--- src/rtl/cpu_multicycle.sv ---
// Multi-cycle accumulator CPU over a single-port synchronous RAM: C/Z flags, output register,
// halt. Define CPU_STACK_EN to add CALL/RET with an internal return-address stack.
module cpu_multicycle #(
    parameter int unsigned MEM_ADDR_WIDTH = 8,
    parameter int unsigned MEM_DATA_WIDTH = 8,
    parameter int unsigned STACK_DEPTH    = 4
) (
    input  logic                      clock,
    input  logic                      rst,
    input  logic [MEM_DATA_WIDTH-1:0] mem_data_out,
    output logic [MEM_DATA_WIDTH-1:0] mem_data_in,
    output logic [MEM_ADDR_WIDTH-1:0] mem_address,
    output logic                      write_ena,
    output logic [MEM_DATA_WIDTH-1:0] out_data,
    output logic                      out_valid,
    output logic                      carry_flag,
    output logic                      zero_flag,
    output logic                      halted,
    output logic                      stack_fault
);
    typedef enum logic [2:0] {
        StFetch, StDecode, StOper, StOplatch, StMem, StMemexec, StHalt
    } state_e;

    typedef enum logic [3:0] {
        OpNop, OpLda, OpAdd, OpSub, OpSta, OpLdi, OpJmp, OpJc,
        OpJz, OpAnd, OpOr, OpXor, OpCall, OpRet, OpOut, OpHlt
    } op_e;

    state_e                    state_q, state_d;
    op_e                       ir_q, ir_d, dec_op;
    logic [MEM_ADDR_WIDTH-1:0] pc_q, pc_d, or_q, or_d, opnd, pc_inc;
    logic [MEM_DATA_WIDTH-1:0] a_q, a_d, out_q, out_d, logic_res;
    logic                      c_q, c_d, z_q, z_d, out_valid_q, out_valid_d;
    logic [MEM_DATA_WIDTH:0]   sum, diff;

    // Only the opcode nibble is kept; low bits of the opcode word are don't-care.
    assign dec_op = op_e'(mem_data_out[MEM_DATA_WIDTH-1 -: 4]);
    assign opnd   = MEM_ADDR_WIDTH'(mem_data_out);
    assign pc_inc = pc_q + MEM_ADDR_WIDTH'(1);
    assign sum    = {1'b0, a_q} + {1'b0, mem_data_out};
    assign diff   = {1'b0, a_q} + {1'b0, ~mem_data_out} + (MEM_DATA_WIDTH + 1)'(1);

    always_comb begin
        case (ir_q)
            OpAnd:   logic_res = a_q & mem_data_out;
            OpOr:    logic_res = a_q | mem_data_out;
            default: logic_res = a_q ^ mem_data_out;
        endcase
    end

`ifdef CPU_STACK_EN
    localparam int unsigned SpW = $clog2(STACK_DEPTH + 1);

    logic [MEM_ADDR_WIDTH-1:0] stack_q [STACK_DEPTH];
    logic [MEM_ADDR_WIDTH-1:0] stack_d [STACK_DEPTH];
    logic [MEM_ADDR_WIDTH-1:0] stack_top;
    logic [SpW-1:0]            sp_q, sp_d;
    logic                      fault_q, fault_d, stack_full, stack_empty;

    assign stack_full  = (sp_q == SpW'(STACK_DEPTH));
    assign stack_empty = (sp_q == '0);
    assign stack_fault = fault_q;

    always_comb begin
        stack_top = '0;
        for (int i = 0; i < int'(STACK_DEPTH); i++) begin
            if (sp_q == SpW'(i + 1)) stack_top = stack_q[i];
        end
    end
`else
    assign stack_fault = 1'b0;
`endif

    always_comb begin
        state_d     = state_q;
        pc_d        = pc_q;
        a_d         = a_q;
        ir_d        = ir_q;
        or_d        = or_q;
        c_d         = c_q;
        z_d         = z_q;
        out_d       = out_q;
        out_valid_d = 1'b0;
`ifdef CPU_STACK_EN
        sp_d        = sp_q;
        stack_d     = stack_q;
        fault_d     = fault_q;
`endif
        unique case (state_q)
            StFetch: state_d = StDecode;
            StDecode: begin
                ir_d    = dec_op;
                pc_d    = pc_inc;
                state_d = StFetch;
                case (dec_op)
                    OpLda, OpAdd, OpSub, OpSta, OpLdi, OpJmp, OpJc, OpJz,
                    OpAnd, OpOr, OpXor: state_d = StOper;
                    OpOut: begin
                        out_d       = a_q;
                        out_valid_d = 1'b1;
                    end
                    OpHlt: state_d = StHalt;
`ifdef CPU_STACK_EN
                    OpCall: state_d = StOper;
                    OpRet: begin
                        if (stack_empty) begin
                            fault_d = 1'b1;
                            pc_d    = pc_q;
                            state_d = StHalt;
                        end else begin
                            pc_d = stack_top;
                            sp_d = sp_q - SpW'(1);
                        end
                    end
`endif
                    default: ;
                endcase
            end
            StOper: state_d = StOplatch;
            StOplatch: begin
                or_d    = opnd;
                pc_d    = pc_inc;
                state_d = StFetch;
                case (ir_q)
                    OpLdi: begin
                        a_d = mem_data_out;
                        z_d = (mem_data_out == '0);
                    end
                    OpJmp: pc_d = opnd;
                    OpJc:  if (c_q) pc_d = opnd;
                    OpJz:  if (z_q) pc_d = opnd;
`ifdef CPU_STACK_EN
                    OpCall: begin
                        if (stack_full) begin
                            fault_d = 1'b1;
                            pc_d    = pc_q;
                            state_d = StHalt;
                        end else begin
                            // Return address is the word after the operand.
                            for (int i = 0; i < int'(STACK_DEPTH); i++) begin
                                if (sp_q == SpW'(i)) stack_d[i] = pc_inc;
                            end
                            sp_d = sp_q + SpW'(1);
                            pc_d = opnd;
                        end
                    end
`endif
                    default: state_d = StMem;
                endcase
            end
            StMem: state_d = (ir_q == OpSta) ? StFetch : StMemexec;
            StMemexec: begin
                state_d = StFetch;
                case (ir_q)
                    OpLda: begin
                        a_d = mem_data_out;
                        z_d = (mem_data_out == '0);
                    end
                    OpAdd: begin
                        {c_d, a_d} = sum;
                        z_d        = (sum[MEM_DATA_WIDTH-1:0] == '0);
                    end
                    OpSub: begin
                        {c_d, a_d} = diff;
                        z_d        = (diff[MEM_DATA_WIDTH-1:0] == '0);
                    end
                    OpAnd, OpOr, OpXor: begin
                        a_d = logic_res;
                        c_d = 1'b0;
                        z_d = (logic_res == '0);
                    end
                    default: ;
                endcase
            end
            StHalt: ;
            default: state_d = StFetch;
        endcase
    end

    always_ff @(posedge clock) begin
        if (rst) begin
            state_q     <= StFetch;
            pc_q        <= '0;
            a_q         <= '0;
            ir_q        <= OpNop;
            or_q        <= '0;
            c_q         <= 1'b0;
            z_q         <= 1'b0;
            out_q       <= '0;
            out_valid_q <= 1'b0;
`ifdef CPU_STACK_EN
            sp_q        <= '0;
            stack_q     <= '{default: '0};
            fault_q     <= 1'b0;
`endif
        end else begin
            state_q     <= state_d;
            pc_q        <= pc_d;
            a_q         <= a_d;
            ir_q        <= ir_d;
            or_q        <= or_d;
            c_q         <= c_d;
            z_q         <= z_d;
            out_q       <= out_d;
            out_valid_q <= out_valid_d;
`ifdef CPU_STACK_EN
            sp_q        <= sp_d;
            stack_q     <= stack_d;
            fault_q     <= fault_d;
`endif
        end
    end

    // Memory side is driven from registered state only, never from mem_data_out.
    assign mem_address = (state_q == StMem || state_q == StMemexec) ? or_q : pc_q;
    assign write_ena   = (state_q == StMem) && (ir_q == OpSta) && !rst;
    assign mem_data_in = a_q;
    assign out_data    = out_q;
    assign out_valid   = out_valid_q;
    assign carry_flag  = c_q;
    assign zero_flag   = z_q;
    assign halted      = (state_q == StHalt);

endmodule

--- config.mk ---
export PLATFORM = sky130hd
export DESIGN_NAME = cpu_multicycle
export DESIGN_NICKNAME = d
export VERILOG_FILES = /design/src/rtl/cpu_multicycle.sv
export SDC_FILE = /design/constraint.sdc
export NUM_CORES = 1
export LEC_CHECK = 0
export CAP_MARGIN = 20
export CELL_PAD_IN_SITES_DETAIL_PLACEMENT = 1
export CELL_PAD_IN_SITES_GLOBAL_PLACEMENT = 2
export CORE_MARGIN = 3
export CORE_UTILIZATION = 35
export DETAILED_ROUTE_END_ITERATION = 10
export PLACE_DENSITY_LB_ADDON = 0.1
export SETUP_SLACK_MARGIN = 0.2
export SLEW_MARGIN = 20
export SYNTH_ARGS = -nofsm -noshare
export SYNTH_HDL_FRONTEND = slang
export SYNTH_SLANG_ARGS = --single-unit
--- constraint.sdc ---
create_clock -name clock -period 4.7 [get_ports clock]
set_input_delay 0.94 -clock clock [delete_from_list [all_inputs] [get_ports clock]]
set_output_delay 0.94 -clock clock [all_outputs]
set_load 0.01 [all_outputs]
== Yosys cells after proc, flatten, opt, wreduce, memory -nomap -nowiden ==
Index checks and enable logic that the tools add are counted.

* Muxes and demuxes: 18
* Add/subtract/negate cells: 4
* Shift operators: 0
* Multipliers: 0
* $lt $le $gt $ge: 0
* Reductions and logical operators: 19
* Eq/ne operators: 32
* Divide/modulo/power cells: 0
* Bitwise operators: 5

{| class="wikitable"
|+ Operators by type and width
! operator !! number
|-
| $pmux W8 S2 || 3
|-
| $eq A4 B4 Y1 const B || 10
|-
| $eq A4 B3 Y1 const B || 8
|-
| $logic_not A8 Y1 || 4
|-
| $mux W8 || 4
|-
| $pmux W8 S4 || 1
|-
| $pmux W8 S3 || 1
|-
| $add A8 B8 Y9 || 2
|-
| $pmux W3 S6 || 1
|-
| $eq A4 B2 Y1 const B || 4
|-
| $reduce_or A11 Y1 || 1
|-
| $add A9 B1 Y9 const B || 1
|-
| $eq A3 B3 Y1 const B || 3
|-
| $add A8 B1 Y8 const B || 1
|-
| $and A8 B8 Y8 || 1
|-
| $eq A4 B1 Y1 const B || 2
|-
| $not A8 Y8 || 1
|-
| $or A8 B8 Y8 || 1
|-
| $xor A8 B8 Y8 || 1
|-
| $eq A3 B2 Y1 const B || 2
|-
| $mux W3 || 2
|-
| $pmux W3 S2 || 1
|-
| $ne A5 B1 Y1 const B || 1
|-
| $pmux W1 S4 || 1
|-
| other kinds (17) || 21
|}

* Memory bits (writable): 0
* Bits in registers: 42
* Bits in latches: 0
* Bits of input ports: 10
* Logic and storage cells: 87
* Memories: 0
* Bits in read-only memories: 0

== Depth between registers and ports, before layout ==
Gate-level depths: netlist of the first run.

* Depth in word-level cells: 6
* Mapped depth: 10

== Least setup slack after synthesis of the first run ==
OpenSTA, ideal clock, no wires.

* Path kind: input to register
* Start point: input mem_data_out[4]
* End point: register z_q (netlist: zero_flag)
* Required time: 4566 ps
* Buffers on the path: 2
* Stages on the path: 10
* Arrival: 2917 ps
* Path slack: 1649 ps
* Library setup time: 134 ps
* Cells stage by stage: clkbuf_1 inv_1 ha_1 clkbuf_1 o21ai_0 o21ai_0 a21o_1 a2111oi_4 a211oi_1 a21oi_2

* Longest elaborated chain between the ends: 6
* Elaborated cells between the ends (all ways): 15

{| class="wikitable"
|+ Ends and longest elaborated chain
! what !! line !! text
|-
| start, declared || 10 || <nowiki>input logic [MEM_DATA_WIDTH-1:0] mem_data_out,</nowiki>
|-
| $not A8 Y8 || 42 || <nowiki>assign diff = {1'b0, a_q} + {1'b0, ~mem_data_out} + (MEM_DATA_WIDTH + 1)'(1);</nowiki>
|-
| $add A8 B8 Y9 || 42 ||
|-
| $add A9 B1 Y9 || 42 ||
|-
| $logic_not A8 Y1 || 166 || <nowiki>z_d = (diff[MEM_DATA_WIDTH-1:0] == '0);</nowiki>
|-
| $pmux W1 S4 || 155 || <nowiki>case (ir_q)</nowiki>
|-
| $pmux W1 S2 * || 90 || <nowiki>unique case (state_q)</nowiki>
|-
| end signal, assigned || 204 || <nowiki>z_q <= z_d;</nowiki>
|-
| end, declared || 34 || <nowiki>logic c_q, c_d, z_q, z_d, out_valid_q, out_valid_d;</nowiki>
|}

Mark *: on every way between the ends. The rest lies on a longest branch, timed or not. The select of a mux whose other input is x is not followed.
A chain may end at the register's enable or synchronous reset.

== Worst setup path in the final report of the first run ==
* Start point: input mem_data_out[4]
* End point: register a_q[6] (netlist: mem_data_in[6])

* Longest elaborated chain between the ends: 5
* Elaborated cells between the ends (all ways): 6

{| class="wikitable"
|+ Ends and longest elaborated chain
! what !! line !! text
|-
| $not A8 Y8 || 42 ||
|-
| $add A8 B8 Y9 || 42 ||
|-
| $add A9 B1 Y9 || 42 ||
|-
| $pmux W8 S4 * || 155 ||
|-
| $pmux W8 S2 * || 90 ||
|-
| end signal, assigned || 185 || <nowiki>a_q <= '0;</nowiki>
|-
| end signal, assigned || 200 || <nowiki>a_q <= a_d;</nowiki>
|-
| end, declared || 33 || <nowiki>logic [MEM_DATA_WIDTH-1:0] a_q, a_d, out_q, out_d, logic_res;</nowiki>
|}

Mark *: on every way between the ends. The rest lies on a longest branch, timed or not.

==> key figures, run 1 <==
Global route
  – All-Layer GR Usage: between 20% and 30%
  – Total gr overflow: 0
  – First-pass GRT wire length: roughly 21 mm
  – Largest net degree at the start of global routing: 40
  – Vias in the first global route: ~3700
  – Antenna violations before repair: 0

Pwr
  – Pint: about 0.54 mW
  – Clock Power Share: 32.3%
  – NetSw: approximately 0.26 mW
  – Cell Pwr Density: around 200 nW/um^2
  – Logic pwr share: 20.0%
  – Sw Ratio: 32.7%
  – Worst vdd ir: 0.116 mV
  – Sequential Power Share: between 40 and 50%
  – Leakage: between 1 and 1.5 nW

Route
  – Post-DR wirelength/cell: about 20 um
  – Number of nets with antenna violations after routing: 0
  – DRC viols: 0
  – Vias: 3542
  – WL final: 12.6 mm
  – 1st-pass router iterations: 4
  – Iter 0 DRT Violations: 145
  – Via/cell ratio: ~5.7

Synth
  – Ys async rst share: 0%
  – Synthesized Nets: 502
  – Ys Warns: 0
  – Most common cell in the synthesized netlist: nor2_1
  – Top cells by count, synth: nor2_1 (45), dfxtp_1 (42), nand2_1 (40)
  – Synth Register Bits: 42
  – Primary FF master, synth: dfxtp_1
  – Sequential share of the synthesized area: a little under a quarter
  – Area of the mapped netlist: roughly 3500 um^2
  – Synth cell types: between 60 and 70
  – Mapped Cells: between 400 and 500
  – Biggest area consumer among synthesized cells: dfxtp_1
  – Syn avg cell area: around 7.6 um^2
  – Number of flops mapped to enable cells by yosys: 0
  – Area contributors post-synth: dfxtp_1 (24%), ha_1 (8.9%), mux2i_1 (4.8%)
  – Share of the synthesized area in the top cell type: a little under a quarter

Die
  – DIE HEIGHT: approximately 110 um
  – Die area: ~11000 um^2
  – Die Width: about 110 um
  – Starting Density: a little under two fifths
  – IO Pins: 40
  – Rows: 35
  – Core area: 9500 um^2

Place
  – Final Wtd Congestion: roughly 0.9
  – Dpl hpwl: between 9 and 10 mm
  – IO buf count: 38

Clock tree
  – H-tree levels: 2
  – # Post-CTS Setup Buffers: 0
  – TritonCTS clock tree: done
  – Clk slew on worst S/H paths: about 0.09 ns
  – Resized cells post-CTS: 0
  – CTS Buffer Depth: 2
  – Root Driver: clkbuf_8
  – CTS sink count: 42
  – CTS Buf Count: 5
  – Worst skew pair latency: ~0.30 ns
  – Hold Buf Count CTS: 0

Worst setup path
  – Critical Path RT: between 4 and 5 ns
  – Reg2reg start: state_q[1]
  – Critical path arrival: just under 4 ns
  – CP endpoint kind: register
  – WS Path Type: in -> reg
  – Reg-to-reg critical path endpoint: zero_flag
  – R2r setup slk: about 1.7 ns
  – Slowest CP cell: a2111oi_0
  – Critical path launch point: mem_data_out[4]
  – Cell family with most CP delay: compound AO/OA/AOI/OAI gates
  – Crit Path Max Fanout: 12
  – Crit-path most repeated cell: nor2_1
  – FF-to-FF path depth: 6
  – Critical path cell sequence: clkdlybuf4s50_1 -> inv_1 -> ha_1 -> nor2_1 -> a2111oi_0 -> nor2_1 -> o21ai_0 -> o311ai_0 -> o32ai_1
  – CP bufs+invs: 2
  – Largest stage delay on the critical path: 0.76 ns
  – CP Launch Type: primary input

Hold path
  – Worst min path class: reg -> reg
  – Hold Path End: or_q[6]
  – Hold path depth: 2
  – Min-delay src: or_q[6]

Timing
  – Max-slew violation count: 0
  – Fmax achieved: ~280 MHz
  – RSZ-0062 raised after global routing: no
  – Worst Skew: 0.00454 ns
  – Setup violators final: 0
  – Post-route minimum period: 3.63 ns
  – Final Hold Vio Count: 0
  – Hold WS: about 0.46 ns
  – Least-Margin Pin Slew: 1.02 ns
  – Tcrit/Tclk final: 77.3%
  – Setup TNS: 0 ns
  – Worst slew margin: a little under a third

Outcome
  – Status: finished, final reports clean

Cells and area
  – Diodes inserted: 0
  – Nets: roughly 520
  – Fillers: 1182
  – Layout area overhead: 16.2%
  – Share of layout cells above drive strength 1: approximately 7.0%

Job
  – Max capacitance violation total: 0
-- through the flow --
step	util, %	cells	worst slack (ns)	power [mW]	instance area, um^2
global placement	42.0	609	0.882	0.550	3990
finish	43.1	617	1.07	0.809	4090
CTS	43.1	617	1.09	0.814	4090
floorplan	-	465	1.65	0.493	3520
detailed placement	42.1	609	0.775	0.554	4000
global route	43.1	617	0.689	0.851	4090
-- cells in the final DEF, fill, tap and decap left out, types with 3 or more instances in the layout --
cell type        instances
xor2_1                   4
a21oi_1                 32
o22ai_1                  8
and3_1                   5
nor3_1                  10
a21o_1                   3
nor2b_1                 11
nand2b_1                 8
mux2_2                   9
o31ai_1                  4
a211o_1                  3
o32ai_1                  3
nand4_1                  3
a221oi_1                 5
clkbuf_8                 6
o21ai_0                 30
nand2_1                 40
clkdlybuf4s50_1         38
a211oi_1                12
nor2_1                  45
ha_1                    25
buf_4                    8
and2_1                   3
dfxtp_1                 42
inv_1                   26
o211ai_1                 5
xnor2_1                  5
o21bai_1                 4
nor4_1                   4
mux2i_1                 17
nand3_1                 18
o21a_1                   3
nor3b_1                  4
a311o_1                  3
-- worst min-delay path: cells and delay by family (launching register included) --
kind            cells  cell delay, ns
flops               1            0.32
simple gates        1            0.05
compound gates      1            0.05
-- metal layers --
metal | vias up | share of wire, % | GRT usage [%]
met2 | 78 | 46 | 37.3
met3 | 11 | 5.2 | 4.13
li1 | 1714 | - | -
met4 | 0 | 0.82 | 3.42
met5 | - | 0 | 0
met1 | 1739 | 48 | 32.3
-- cell type report --
cell class              count  area, um^2  share of cell area, %
clock buffers               6        82.6                   2.02
clock inverters             2        12.5                  0.306
inverters                  27         101                   2.48
multi-input cells         365        2450                   60.0
flip-flops and latches     42         841                   20.5
well taps                 129         161                   3.94
repair buffers             46         440                   10.8
-- power by group through the flow --
stage | Clock (mW) | Sequential [mW] | Combinational, mW
floorplan | 0 | 0.379 | 0.115
global placement | 0 | 0.392 | 0.158
detailed placement | 0 | 0.393 | 0.161
CTS | 0.267 | 0.385 | 0.162
global route | 0.284 | 0.388 | 0.179
finish | 0.261 | 0.385 | 0.162
-- how the worst max path moves through the flow --
| stage | slack, ns | to | cells past startpoint |
|---|---|---|---|
| finish | 1.07 | mem_data_in[6] | 9 |
| global route | 0.69 | mem_data_in[6] | 9 |
| CTS | 1.09 | mem_data_in[6] | 9 |
| detailed placement | 0.78 | mem_data_in[6] | 9 |
| global placement | 0.88 | mem_data_in[6] | 9 |
| floorplan | 1.65 | zero_flag | 10 |
-- state kept, by name (all words and copies together) (netlist names) --
register / cells
state_q: 3
or_q: 8
out_valid: 1
pc_q: 8
ir_q: 4
carry_flag: 1
zero_flag: 1
out_data: 8
mem_data_in: 8
-- logic make-up after synthesis --
group                    Yosys count  share of synthesized area (%)
adder cells (fa/ha/maj)           27                           10.0
other                              1                          0.106
buffers and inverters             58                           6.61
AO/OA/AOI/OAI                    134                           25.5
flip-flops                        42                           23.9
AND/OR/NAND/NOR                  168                           24.0
XOR/XNOR                           9                           2.24
multiplexers                      26                           7.71
Note: power is estimated with default switching activity, not from simulation.
==> inputs of run 2 (changes only) <==
CORE_UTILIZATION = 30   (was 35)
clock period = 3.3 ns   (was 4.7 ns; I/O delays follow)
==> key figures, run 2 (synthesis gave the netlist of run 1 again) <==
Timing
  – Post-route minimum period: 2.95 ns
  – Setup violators final: 0 (unchanged)
  – Setup TNS: 0 ns (unchanged)
  – Least-Margin Pin Slew: 0.989 ns (-0.0337 ns)
  – Final worst setup slack: 0.345 ns (-0.722 ns)
  – Tcrit/Tclk final: between 80% and 90%
  – Worst Skew: 0.00980 ns (+0.00526 ns)
  – Hold WS: 0.454 ns (-0.00887 ns)
  – Max-slew violation count: 0 (unchanged)
  – RSZ-0062 raised after global routing: no
  – Fmax achieved: around 340 MHz
  – Final Hold Vio Count: 0 (unchanged)
  – Worst slew margin: 33.3% (+2.3 points)

Die
  – Die Width: 114 um (+7.6%)
  – Core area: 11200 um^2 (+18%)
  – Starting Density: 31.5% (-5.5 points)
  – Die area: 13100 um^2 (+16%)
  – IO Pins: 40 (unchanged)
  – Rows: 38 (+8.6%)
  – DIE HEIGHT: 114 um (+7.6%)

Route
  – Post-DR wirelength/cell: 20.5 um (+0.12%)
  – Vias: 3678 (+3.8%)
  – Iter 0 DRT Violations: 228 (+57%)
  – Number of nets with antenna violations after routing: 0 (unchanged)
  – Via/cell ratio: 5.55 (-3.4%)
  – 1st-pass router iterations: 4 (unchanged)
  – DRC viols: 0 (unchanged)
  – WL final: 13.6 mm (+7.6%)

Cells and area
  – Share of layout cells above drive strength 1: 13.0% (+6.0 points)
  – Fillers: 1376 (+16%)
  – Finished Cell Area: 4440 um^2 (+8.5%)
  – Nets: 559 (+6.7%)
  – Diodes inserted: 0 (unchanged)
  – Most frequent cells in the layout: nor2_1 (45), buf_4 (43), dfxtp_1 (42)
  – Commonest non-fill, non-tap cell in the layout: nor2_1
  – Layout area overhead: 26.1%

Global route
  – Total gr overflow: 0 (unchanged)
  – Vias in the first global route: 3893 (+5.2%)
  – Largest net degree at the start of global routing: 40 (unchanged)
  – First-pass GRT wire length: 22.0 mm (+6.5%)
  – All-Layer GR Usage: 21.5% (-1.5 points)
  – Antenna violations before repair: 0 (unchanged)

Worst setup path
  – CP endpoint kind: register
  – Critical Path RT: 3.46 ns (-1.45 ns)
  – R2r setup slk: 0.72 ns (-1.02 ns)
  – Crit Path Max Fanout: 6 (-6)
  – WS Path Type: in -> reg
  – CP Launch Type: primary input
  – Critical path arrival: 3.12 ns (-0.73 ns)

Pwr
  – Sequential Power Share: 39.1% (-8.5 points)
  – Cell Pwr Density: 312 nW/um^2 (+58%)
  – Power Total: 1.39 mW (+72%)
  – Logic pwr share: 18.9% (-1.1 points)
  – Sw Ratio: 29.1% (-3.6 points)
  – Worst vdd ir: 0.195 mV (+69%)
  – NetSw: 0.404 mW (+53%)
  – Leakage: 1.67 nW (+14%)
  – Clock Power Share: 42.0% (+9.7 points)
  – Pint: 0.984 mW (+81%)

Place
  – Dpl hpwl: 10.5 mm (+10%)
  – Worst slack, placed: 0.0234 ns (-0.752 ns)
  – Placement Cell Area: 4270 um^2 (+6.8%)
  – Final Wtd Congestion: 0.863 (-3.2%)
  – IO buf count: 38 (unchanged)

Outcome
  – Status: finished, final reports clean

Clock tree
  – # Post-CTS Setup Buffers: 0 (unchanged)
  – Root Driver: clkbuf_16
  – CTS Buf Count: 5 (unchanged)
  – H-tree levels: 2 (unchanged)
  – Hold Buf Count CTS: 0 (unchanged)
  – Clk slew on worst S/H paths: 0.07 ns (-0.02 ns)
  – CTS sink count: 42 (unchanged)
  – TritonCTS clock tree: done
  – Worst skew pair latency: 0.29 ns (about the same)
  – CTS Buffer Depth: 2 (unchanged)

Hold path
  – Worst min path class: reg -> reg

Job
  – Max capacitance violation total: 0 (unchanged)
==> run 2: changes by cell type in the layout (fill, tap and decap cells not counted), sizes merged <==
cell / delta
buf: +35
bufinv: +1
clkinv: -1
==> run 2: area by class of cell <==
class | instances | area [um^2] | area share (%)
clock buffers | 6 | 129 | 2.90
clock inverters | 2 | 37.5 | 0.845
inverters | 27 | 101 | 2.28
multi-input cells | 365 | 2450 | 55.3
flip-flops and latches | 42 | 841 | 18.9
well taps | 140 | 175 | 3.94
repair buffers | 81 | 703 | 15.8
==> run 2: path summary, 6_finish.rpt <==
check / start / to / cells past startpoint
max reg2reg: ir_q[1] / zero_flag / 6
max: mem_data_out[0] / mem_data_in[6] / 11
min reg2reg: or_q[2] / or_q[2] / 2
min: or_q[2] / or_q[2] / 2
==> run 2: critical path, stage by stage <==
cell and delay, ns:
clkdlybuf4s50_1 0.42, buf_4 0.17, ha_1 0.25, fa_1 0.40
o21bai_1 0.21, a2111oi_0 0.17, buf_4 0.18, nor2_1 0.16
o21ai_0 0.09, o311ai_0 0.29, o32ai_1 0.11
==> run 2: per-stage QoR <==
stage	utilization, %	instances
floorplan	-	465
global placement	38.2	655
detailed placement	38.2	655
CTS	39.7	663
global route	39.7	663
finish	39.7	663
==> run 2: what timing repair did <==
item / in CTS / in global routing
hold endpoints to repair: 0 / 0
setup endpoints to repair: 0 / 1
gates resized for setup: 0 / 1
==> run 2: power groups by stage <==
stage	Clock (mW)	Sequential [mW]	Combinational, mW
global placement	0	0.553	0.257
detailed placement	0	0.554	0.260
global route	0.625	0.545	0.289
CTS	0.597	0.543	0.261
floorplan	0	0.539	0.163
finish	0.583	0.543	0.262
==> run 2: layer usage <==
metal | routed length [um] | share of wire, % | global-route usage (%)
met1 | 6560 | 48 | 29.2
met2 | 6290 | 46 | 35.7
met3 | 535 | 3.9 | 3.54
met4 | 193 | 1.4 | 4.67
met5 | 0 | 0 | 0
==> inputs of run 3 (changes only) <==
ABC_AREA = 1   (was not set)
CORE_UTILIZATION = 28   (was 30)
==> key figures, run 3 <==
Place
  – Dpl hpwl: 10.1 mm (-3.9%)
  – Placement Cell Area: 4000 um^2 (-6.4%)
  – IO buf count: 38 (unchanged)
  – Final Wtd Congestion: 0.811 (-6.1%)

Synth
  – Mapped Cells: 533 (+15%)
  – Ys Warns: 0 (unchanged)
  – Primary FF master, synth: dfxtp_1
  – Ys async rst share: 0% (unchanged)
  – Xor and xnor area share after synthesis: 0.510% (-1.7 points)
  – Synth Area in Compound Gates: 21.3% (-4.2 points)
  – Synth cell types: 42 (-35%)
  – Area contributors post-synth: dfxtp_1 (24%), nand2_1 (14%), ha_1 (9.1%)
  – Number of flops mapped to enable cells by yosys: 0 (unchanged)
  – Mux contribution to synthesized area: 0.328% (-7.4 points)
  – Syn avg cell area: 6.44 um^2 (-15%)
  – Synthesized-area fraction occupied by adder cells: 10.3% (+0.26 points)
  – Synth Register Bits: 42 (unchanged)
  – Area of the mapped netlist: 3430 um^2 (-2.5%)
  – Main combinational cell family by area after synthesis: simple AND/OR/NAND/NOR gates
  – Share of the synthesized area in the top cell type: 24.5% (+0.61 points)
  – Top cells by count, synth: nand2_1 (132), inv_1 (70), a21oi_1 (60)
  – Synthesized Nets: 570 (+14%)
  – Biggest area consumer among synthesized cells: dfxtp_1
  – Sequential share of the synthesized area: 24.5% (+0.61 points)
  – Post-Synth Simple-Gate Area: 31.5% (+7.5 points)
  – Most common cell in the synthesized netlist: nand2_1

Global route
  – Vias in the first global route: 3778 (-3.0%)
  – First-pass GRT wire length: 20.4 mm (-7.3%)
  – All-Layer GR Usage: 19.3% (-2.1 points)
  – Total gr overflow: 0 (unchanged)
  – Largest net degree at the start of global routing: 20 (-50%)
  – Antenna violations before repair: 0 (unchanged)

Clock tree
  – CTS Buffer Depth: 2 (unchanged)
  – Hold Buf Count CTS: 0 (unchanged)
  – H-tree levels: 2 (unchanged)
  – CTS Buf Count: 5 (unchanged)
  – # Post-CTS Setup Buffers: 0 (unchanged)
  – Clk slew on worst S/H paths: 0.06 ns (about the same)
  – CTS sink count: 42 (unchanged)
  – Root Driver: clkbuf_16
  – TritonCTS clock tree: done
  – Resized cells post-CTS: 0 (unchanged)
  – Worst skew pair latency: 0.29 ns (about the same)

Worst setup path
  – Reg2reg start: ir_q[0]
  – CP endpoint kind: output port
  – Largest stage delay on the critical path: 0.48 ns (+0.06 ns)
  – Reg-to-reg critical path endpoint: zero_flag
  – Critical Path RT: 2.64 ns (-0.82 ns)
  – Critical path launch point: state_q[1]
  – Worst Setup EP: mem_address[6]
  – WS Path Type: reg -> out
  – CP bufs+invs: 2 (-1)
  – Crit Path Max Fanout: 15 (+9)
  – Critical path cell sequence: inv_1 -> nand2_1 -> mux2_2 -> clkdlybuf4s50_1
  – FF-to-FF path depth: 8 (+2)
  – R2r setup slk: 0.72 ns (about the same)
  – Critical path depth: 4 (-7)
  – Cell family with most CP delay: buffers and inverters
  – Slowest CP cell: clkdlybuf4s50_1
  – Critical path arrival: 2.16 ns (-0.96 ns)
  – CP Launch Type: register

Cells and area
  – Most frequent cells in the layout: nand2_1 (132), inv_1 (70), a21oi_1 (60)
  – Finished Cell Area: 4170 um^2 (-6.2%)
  – Share of layout cells above drive strength 1: 11.1% (-1.9 points)
  – Nets: 611 (+9.3%)
  – Layout area overhead: 21.3%
  – Fillers: 1504 (+9.3%)
  – Diodes inserted: 0 (unchanged)
  – Commonest non-fill, non-tap cell in the layout: nand2_1

Timing
  – Setup violators final: 0 (unchanged)
  – Setup TNS: 0 ns (unchanged)
  – Post-route minimum period: 2.82 ns (-0.134 ns)
  – Fmax achieved: 354 MHz (+4.7%)
  – Worst slew margin: 39.8% (+6.5 points)
  – Tcrit/Tclk final: 85.5% (-4.1 points)
  – Max-slew violation count: 0 (unchanged)
  – RSZ-0062 raised after global routing: no
  – Final Hold Vio Count: 0 (unchanged)
  – Worst Skew: 0.00842 ns (-0.00138 ns)
  – Least-Margin Pin Slew: 0.898 ns (-0.0914 ns)

Route
  – Number of nets with antenna violations after routing: 0 (unchanged)
  – Via/cell ratio: 5.01 (-9.6%)
  – DRC viols: 0 (unchanged)
  – Iter 0 DRT Violations: 149 (-35%)
  – WL final: 12.5 mm (-8.3%)
  – Post-DR wirelength/cell: 17.4 um (-15%)
  – 1st-pass router iterations: 4 (unchanged)
  – Vias: 3594 (-2.3%)

Die
  – DIE HEIGHT: 117 um (+2.1%)
  – Die area: 13600 um^2 (+4.2%)
  – Die Width: 117 um (+2.1%)
  – Starting Density: 29.3% (-2.2 points)
  – IO Pins: 40 (unchanged)
  – Core area: 11700 um^2 (+4.8%)
  – Rows: 39 (+2.6%)

Pwr
  – Logic pwr share: 29.1% (+10 points)
  – Sequential Power Share: 35.1% (-4.0 points)
  – Clock Power Share: 35.7% (-6.3 points)
  – Sw Ratio: 33.8% (+4.7 points)
  – Leakage: 1.87 nW (+12%)
  – Cell Pwr Density: 391 nW/um^2 (+25%)
  – Pint: 1.08 mW (+9.6%)
  – NetSw: 0.550 mW (+36%)
  – Worst vdd ir: 0.259 mV (+33%)
  – Power Total: 1.63 mW (+17%)

Job
  – Max capacitance violation total: 0 (unchanged)

Outcome
  – Status: finished, final reports clean

Hold path
  – Worst min path class: reg -> reg
  – Min-delay src: pc_q[7]
[run 3: cell types whose count changed after synthesis, sizes merged, moves of 8 or more]
cell	before	now
mux2i	17	0
mux2	9	1
clkbuf	26	6
nand2	40	136
nor2b	11	0
o21ai	30	40
inv	26	84
a21oi	33	63
a211oi	12	1
nand2b	8	0
nand3	18	35
[run 3: area by class of cell]
cell class | instances | area [um^2] | share of cell area [%]
Tap cell | 143 | 179 | 4.30
Clock buffer | 6 | 139 | 3.33
Clock inverter | 1 | 30.0 | 0.721
Sequential cell | 42 | 841 | 20.2
Multi-Input combinational cell | 392 | 2200 | 52.8
Timing Repair Buffer | 49 | 463 | 11.1
Inverter | 84 | 315 | 7.57
[run 3: worst register-to-register path: cells and delay by family (launching register included)]
kind	cells	cell delay, ns
and+or+nand+nor	3	1.18
buffers and inverters	2	0.38
AOI/OAI and AO/OA	3	0.53
DFF	1	0.45
[run 3: stage by stage]
step	cells	hold slack, ns	setup WS (ns)	util (%)
4_1_cts	717	0.520	0.480	35.6
2_1_floorplan	533	0.474	1.16	-
5_1_grt	717	0.547	0.309	35.6
3_5_place_dp	710	0.511	0.250	34.1
3_3_place_gp	710	0.502	0.284	34.1
6_report	717	0.518	0.479	35.6
[run 3: how the worst min path moves through the flow]
stage / slack [ns] / to / cells past startpoint
after floorplan: 0.47 / pc_q[7] / 2
after global placement: 0.50 / pc_q[7] / 2
after detailed placement: 0.51 / pc_q[7] / 2
after CTS: 0.52 / pc_q[7] / 2
after global routing: 0.55 / pc_q[7] / 2
final: 0.52 / pc_q[7] / 2
[run 3: logic make-up (layout without fill, tap and decap cells)]
| group | after synthesis | in the layout |
|---|---|---|
| AO/OA/AOI/OAI | 125 | 125 |
| AND/OR/NAND/NOR | 236 | 236 |
| buffers and inverters | 99 | 140 |
| flip-flops | 42 | 42 |
| adder cells (fa/ha/maj) | 27 | 27 |
| other | 1 | 1 |
| XOR/XNOR | 2 | 2 |
| multiplexers | 1 | 1 |
[run 3: routing by layer]
metal / share of wire [%] / vias to the layer above / track usage (%)
met5: 0 / - / 0
met4: 1.5 / 0 / 4.20
met3: 2.9 / 12 / 3.06
met2: 46 / 48 / 32.1
met1: 49 / 1717 / 26.4
li1: - / 1817 / -
[run 3: power by group through the flow]
stage	registers (mW)	clock network [mW]	logic [mW]
floorplan	0.576	0	0.313
global placement	0.582	0	0.471
detailed placement	0.583	0	0.476
CTS	0.572	0.603	0.479
global route	0.577	0.627	0.538
finish	0.572	0.582	0.474
